==> src/rtl/rst_seq_pkg.sv <==
// Shared definitions for the reset sequencer: FSM states, counter sizing
// and the upper bound on the number of sequenced outputs.
package rst_seq_pkg;

    localparam int MAX_NUM_OUT = 8;
    localparam int IDX_W       = $clog2(MAX_NUM_OUT);

    typedef enum logic [1:0] {
        ST_HOLD,
        ST_STRETCH,
        ST_RELEASE,
        ST_DONE
    } seqState_e;

    // Wide enough to hold the larger of the two delays without wrapping.
    function automatic int cntWidth(input int stretch, input int gap);
        return $clog2(((stretch > gap) ? stretch : gap) + 1);
    endfunction

endpackage

==> src/rtl/rst_sync_chain.sv <==
// CHAINS-deep deassertion synchroniser: cleared asynchronously, shifts in 1
// so the output rises CHAINS edges after the reset input goes high.
module rst_sync_chain #(
    parameter int CHAINS = 2
) (
    input  logic clk,
    input  logic async_rst_i,
    output logic sync_o
);

    logic [CHAINS-1:0] chain_q;

    always_ff @(posedge clk or negedge async_rst_i) begin
        if (!async_rst_i) begin
            chain_q <= '0;
        end else begin
            chain_q <= {chain_q[CHAINS-2:0], 1'b1};
        end
    end

    assign sync_o = chain_q[CHAINS-1];

endmodule

==> src/rtl/rst_seq_sync.sv <==
// Reset synchroniser and sequencer: releases NUM_OUT resets in order after a
// synchronised deassertion. Define RST_SEQ_CNT_EN to add the soft-reset counter.
module rst_seq_sync
    import rst_seq_pkg::*;
#(
    parameter int   CHAINS  = 2,
    parameter int   NUM_OUT = 3,
    parameter int   STRETCH = 4,
    parameter int   GAP     = 3,
    parameter logic RST_POL = 1'b1
) (
    input  logic               clk,
    input  logic               async_rst_i,
    input  logic               soft_rst_i,
    output logic [NUM_OUT-1:0] rst_o,
`ifdef RST_SEQ_CNT_EN
    output logic [7:0]         rst_cnt_o,
`endif
    output logic               rst_done_o
);

    localparam int CNT_W = cntWidth(STRETCH, GAP);
    localparam logic [CNT_W-1:0] CNT_MAX = '1;

    logic syncRelease;

    seqState_e          state_q, state_d;
    logic [CNT_W-1:0]   cnt_q, cnt_d;
    logic [IDX_W-1:0]   idx_q, idx_d;
    logic [NUM_OUT-1:0] rst_q, rst_d;
    logic               done_q, done_d;
    logic               startRelease;

    rst_sync_chain #(
        .CHAINS(CHAINS)
    ) u_sync (
        .clk        (clk),
        .async_rst_i(async_rst_i),
        .sync_o     (syncRelease)
    );

    always_ff @(posedge clk or negedge async_rst_i) begin
        if (!async_rst_i) begin
            state_q <= ST_HOLD;
            cnt_q   <= '0;
            idx_q   <= '0;
            rst_q   <= {NUM_OUT{RST_POL}};
            done_q  <= 1'b0;
        end else begin
            state_q <= state_d;
            cnt_q   <= cnt_d;
            idx_q   <= idx_d;
            rst_q   <= rst_d;
            done_q  <= done_d;
        end
    end

    // The synchroniser rose one edge before HOLD sees it, so that edge already
    // counts as the first stretch cycle.
    always_comb begin
        state_d      = state_q;
        cnt_d        = cnt_q;
        idx_d        = idx_q;
        rst_d        = rst_q;
        done_d       = done_q;
        startRelease = 1'b0;

        case (state_q)
            ST_HOLD: begin
                if (syncRelease) begin
                    if (STRETCH == 1) begin
                        startRelease = 1'b1;
                    end else begin
                        state_d = ST_STRETCH;
                        cnt_d   = CNT_W'(1);
                    end
                end
            end
            ST_STRETCH: begin
                if (cnt_q == CNT_W'(STRETCH - 1)) begin
                    startRelease = 1'b1;
                end else if (cnt_q != CNT_MAX) begin
                    cnt_d = cnt_q + CNT_W'(1);
                end
            end
            ST_RELEASE: begin
                if (cnt_q == CNT_W'(GAP - 1)) begin
                    cnt_d = '0;
                    for (int k = 0; k < NUM_OUT; k++) begin
                        if (idx_q == IDX_W'(k)) begin
                            rst_d[k] = ~RST_POL;
                        end
                    end
                    if (idx_q == IDX_W'(NUM_OUT - 1)) begin
                        state_d = ST_DONE;
                        done_d  = 1'b1;
                    end else begin
                        idx_d = idx_q + IDX_W'(1);
                    end
                end else if (cnt_q != CNT_MAX) begin
                    cnt_d = cnt_q + CNT_W'(1);
                end
            end
            ST_DONE: begin
            end
            default: begin
                state_d = ST_HOLD;
            end
        endcase

        if (startRelease) begin
            rst_d[0] = ~RST_POL;
            cnt_d    = '0;
            idx_d    = IDX_W'(1);
            if (NUM_OUT == 1) begin
                state_d = ST_DONE;
                done_d  = 1'b1;
            end else begin
                state_d = ST_RELEASE;
            end
        end

        // Soft reset overrides any release due on the same edge.
        if (soft_rst_i && (state_q != ST_HOLD)) begin
            state_d = ST_STRETCH;
            cnt_d   = '0;
            idx_d   = '0;
            rst_d   = {NUM_OUT{RST_POL}};
            done_d  = 1'b0;
        end
    end

    assign rst_o      = rst_q;
    assign rst_done_o = done_q;

`ifdef RST_SEQ_CNT_EN
    logic       softPrev_q;
    logic [7:0] softCnt_q, softCnt_d;

    always_comb begin
        softCnt_d = softCnt_q;
        if (soft_rst_i && !softPrev_q && (softCnt_q != 8'hFF)) begin
            softCnt_d = softCnt_q + 8'd1;
        end
    end

    always_ff @(posedge clk or negedge async_rst_i) begin
        if (!async_rst_i) begin
            softPrev_q <= 1'b0;
            softCnt_q  <= '0;
        end else begin
            softPrev_q <= soft_rst_i;
            softCnt_q  <= softCnt_d;
        end
    end

    assign rst_cnt_o = softCnt_q;
`endif

endmodule

==> config.mk <==
export PLATFORM = sky130hd
export DESIGN_NAME = rst_seq_sync
export DESIGN_NICKNAME = d
export VERILOG_FILES = /design/src/rtl/rst_seq_pkg.sv /design/src/rtl/rst_sync_chain.sv /design/src/rtl/rst_seq_sync.sv
export SDC_FILE = /design/constraint.sdc
export NUM_CORES = 1
export LEC_CHECK = 0
export ABC_AREA = 1
export ABC_CLOCK_PERIOD_IN_PS = 1200
export BUFFER_PORTS_ARGS = -buffer_cell sky130_fd_sc_hd__clkbuf_2
export CAP_MARGIN = 20
export CELL_PAD_IN_SITES_DETAIL_PLACEMENT = 0
export CELL_PAD_IN_SITES_GLOBAL_PLACEMENT = 1
export CORE_ASPECT_RATIO = 0.8
export CORE_UTILIZATION = 38
export CTS_BUF_LIST = sky130_fd_sc_hd__clkbuf_16
export CTS_CLUSTER_SIZE = 10
export DETAILED_ROUTE_END_ITERATION = 8
export PLACE_DENSITY_LB_ADDON = 0.1
export SLEW_MARGIN = 20
export SYNTH_ARGS = -nofsm -noshare
export SYNTH_HDL_FRONTEND = slang
export SYNTH_SLANG_ARGS = --single-unit
==> constraint.sdc <==
create_clock -name clk -period 1.2 [get_ports clk]
set_input_delay 0.24 -clock clk [delete_from_list [all_inputs] [get_ports clk]]
set_output_delay 0.24 -clock clk [all_outputs]
set_load 0.1 [all_outputs]
==> qor.yml <==
flow_run:
  drv_cap: 0
global_routing:
  grt_pass1_vias: 898
  track_usage_pct: 19.59
  grt_pass1_wl_um: 3808
  antenna_found_initial: 0
  grt_max_degree: 15
  overflow: 0
worst_setup_path:
  worstRegToRegCells: 9
  regToRegEndpoint: "state_q[0]"
  crit_arrival_ns: 1.55
  reg2reg_setup_slack_ns: -0.16
  startpoint_type: "register"
  worstReg2RegStart: "state_q[0]"
  cp-end-kind: "register"
  critPathMaxFanout: 5
  worstSetupStartpoint: "state_q[0]"
  required_ns: 1.38
  timing_worst_setup_path_type: "register to register"
hold_path:
  hold_depth: 0
  holdCritPathClass: "register to register"
  worstHoldStart: "u_sync.chain_q[0]"
  min_to: "u_sync.chain_q[1]"
timing:
  holdWs_ns: 0.3453
  finalHoldViolations: 0
  timing.final.crit_share_pct: 113.7
  setup_viol: 15
  tns_ns: -1.421
  max_freq_ghz: 0.7332
  skew_ns: 0.002403
  min_period_ns: 1.364
  maxSlewViolCount: 0
  final.setup.worst_slack_ns: -0.1638
  rsz0062_at_grt: "yes"
synth:
  synth_area_leader_cell: "dfrtp_1"
  yosysMostFrequentCell: "nand2_1"
  syn-mean-instance-area_um2: 7.477
  synth_fp_nets: 137
  yosys.area.top_type_share_pct: 29.45
  synth_edf_count: 0
  syn-cell-area_um2: 934.6
  synth_cell_type_count: 20
  synth_cells: 125
  synth_ff_type: "dfrtp_1"
  ys_top_cells_by_count: "nand2_1 (31), inv_1 (20), nand3_1 (17)"
  yosysSeqAreaShare_pct: 37.88
  ys_ff_latch: 14
  synthArstFlopShare_pct: 100.0
  yosys_warnings: 0
  ys_top_cells_by_area: "dfrtp_1 (29%), nand2_1 (12%), ha_1 (12%)"
floorplan:
  io_pins: 7
  chipWidth_um: 57.45
  core_mm2: 0.002233
  initial_core_util_pct: 41.85
  die_h_um: 46.36
  row_count: 15
  dieArea_mm2: 0.002663
cells_and_area:
  drive_above_1_share_pct: 48.81
  final_nets: 181
  synthToLayoutAreaGrowth_pct: 64.79
  fin_area_mm2: 0.001540
  fillers: 170
  fin_cells: 193
  antenna_cells: 0
place:
  gp_congestion: 0.7662
  placedCellCount: 177
  numPortBuffers: 6
  dp_hpwl_um: 1748
  placed_area_mm2: 0.001311
clock_network:
  clock_sinks: 14
  cts_buffer_depth: 2
  cts_tree: "yes"
  cts_root_buf: "clkbuf_16"
  clk_pin_slew_ns: 0.05
  clk_latency_ns: 0.25
  numCtsBuffers: 3
  htree_levels: 1
pwr:
  power.leakage_nw: 0.8068
  total_power_mw: 3.485
  peakVddDrop_uv: 1647
  power.density_mw_per_mm2: 2263
routing:
  drtIter0Drc: 30
  drc_errors: 0
  via_per_inst: 4.881
  vias: 942
  ant_nets: 0
  routed_wl_um: 2393
  routedWlPerCell_um: 12.40
  dr.pass1.iters: 4
status:
  status: "finished, violations left"
  violations: "setup timing"
placed cells by master, fill, tap and decap left out:
| cell | netlist | final |
|---|---|---|
| buf_6 | 0 | 1 |
| clkinv_1 | 0 | 1 |
| dlygate4sd3_1 | 0 | 1 |
| dfrtp_2 | 0 | 1 |
| inv_1 | 20 | 13 |
| nor2_4 | 1 | 5 |
| buf_4 | 0 | 31 |
| nand2_2 | 3 | 4 |
| nor2_1 | 9 | 5 |
| clkbuf_16 | 0 | 3 |
| a21oi_2 | 0 | 1 |
| o21ai_1 | 2 | 3 |
| a21oi_1 | 3 | 2 |
| nand2_4 | 1 | 3 |
| dfstp_2 | 3 | 3 |
| nor2_2 | 3 | 3 |
| clkbuf_2 | 0 | 2 |
| o21ai_0 | 2 | 1 |
| nand3_1 | 17 | 14 |
| dfrtp_1 | 11 | 10 |
| inv_2 | 3 | 7 |
| nor3_4 | 0 | 1 |
| o21ai_2 | 1 | 1 |
| inv_4 | 0 | 3 |
| buf_12 | 0 | 4 |
| nand4_1 | 3 | 3 |
| ha_1 | 9 | 4 |
| nand2_1 | 31 | 28 |
| nand3_2 | 1 | 3 |
| ha_4 | 0 | 5 |
| conb_1 | 1 | 1 |
| nand3_4 | 0 | 1 |
critical path: stages (launching register included):
cell	delay [ns]
dfrtp_1	0.40
buf_4	0.15
ha_4	0.18
nand2_4	0.07
nor2_4	0.04
nor2_4	0.17
o21ai_2	0.09
nand2_1	0.09
nand2_1	0.05
nand2_1	0.06
power by group:
group | switching (mW) | internal, mW
logic | 1.11 | 1.01
registers | 0.123 | 0.594
clock network | 0.207 | 0.442
total | 1.44 | 2.04
cells by family after synthesis:
kind of cell / Yosys count / share of synthesized area, %
AOI/OAI and AO/OA: 8 / 4.685
adders and majority gates: 9 / 12.05
buffers and inverters: 23 / 9.237
DFF: 14 / 37.88
other: 1 / 0.4012
and+or+nand+nor: 70 / 35.74
stage by stage:
stage | setup WS (ns) | util, %
floorplan | -0.07482 | -
global placement | -0.1718 | 58.71
detailed placement | -0.1750 | 58.71
CTS | -0.1386 | 65.38
global route | -0.2348 | 68.96
finish | -0.1638 | 68.96
worst max-delay path by stage:
stage	slack (ns)	end	depth (start not counted)
after detailed placement	-0.18	state_q[1]	10
after global placement	-0.17	state_q[1]	10
after floorplan	-0.07	state_q[0]	9
final	-0.16	state_q[0]	9
after CTS	-0.14	state_q[0]	9
after global routing	-0.23	state_q[0]	9
sequential cells by signal, indices dropped and copies added (netlist names):
| signal | flops |
|---|---|
| rst_o | 3 |
| state_q | 2 |
| cnt_q | 3 |
| u_sync.chain_q | 2 |
| idx_q | 3 |
| rst_done_o | 1 |
per-layer routing:
metal / global-route usage (%) / share of wire [%]
met3: 5.899 / 4.7
met4: 2.927 / 0.21
met1: 25.78 / 47
met2: 32.79 / 48
met5: 0 / 0
area by class of cell:
type	instances	area (um2)	share of cell area, %
tap	25	31.28	2.031
sequential	14	355.3	23.07
timing repair buffer	39	344.1	22.34
multi-input combinational	88	636.9	41.35
clock buffer	3	75.07	4.874
inverter	23	93.84	6.093
clock inverter	1	3.754	0.2437
timing repair:
item	CTS	global route
pin swaps	10	8
hold buffers	1	0
resized for setup	5	11
endpoints found under the setup margin	15	15
gates cloned	0	0
hold endpoints to repair	11	0
buffers inserted	6	5
Power figures use the tool's default switching activity.
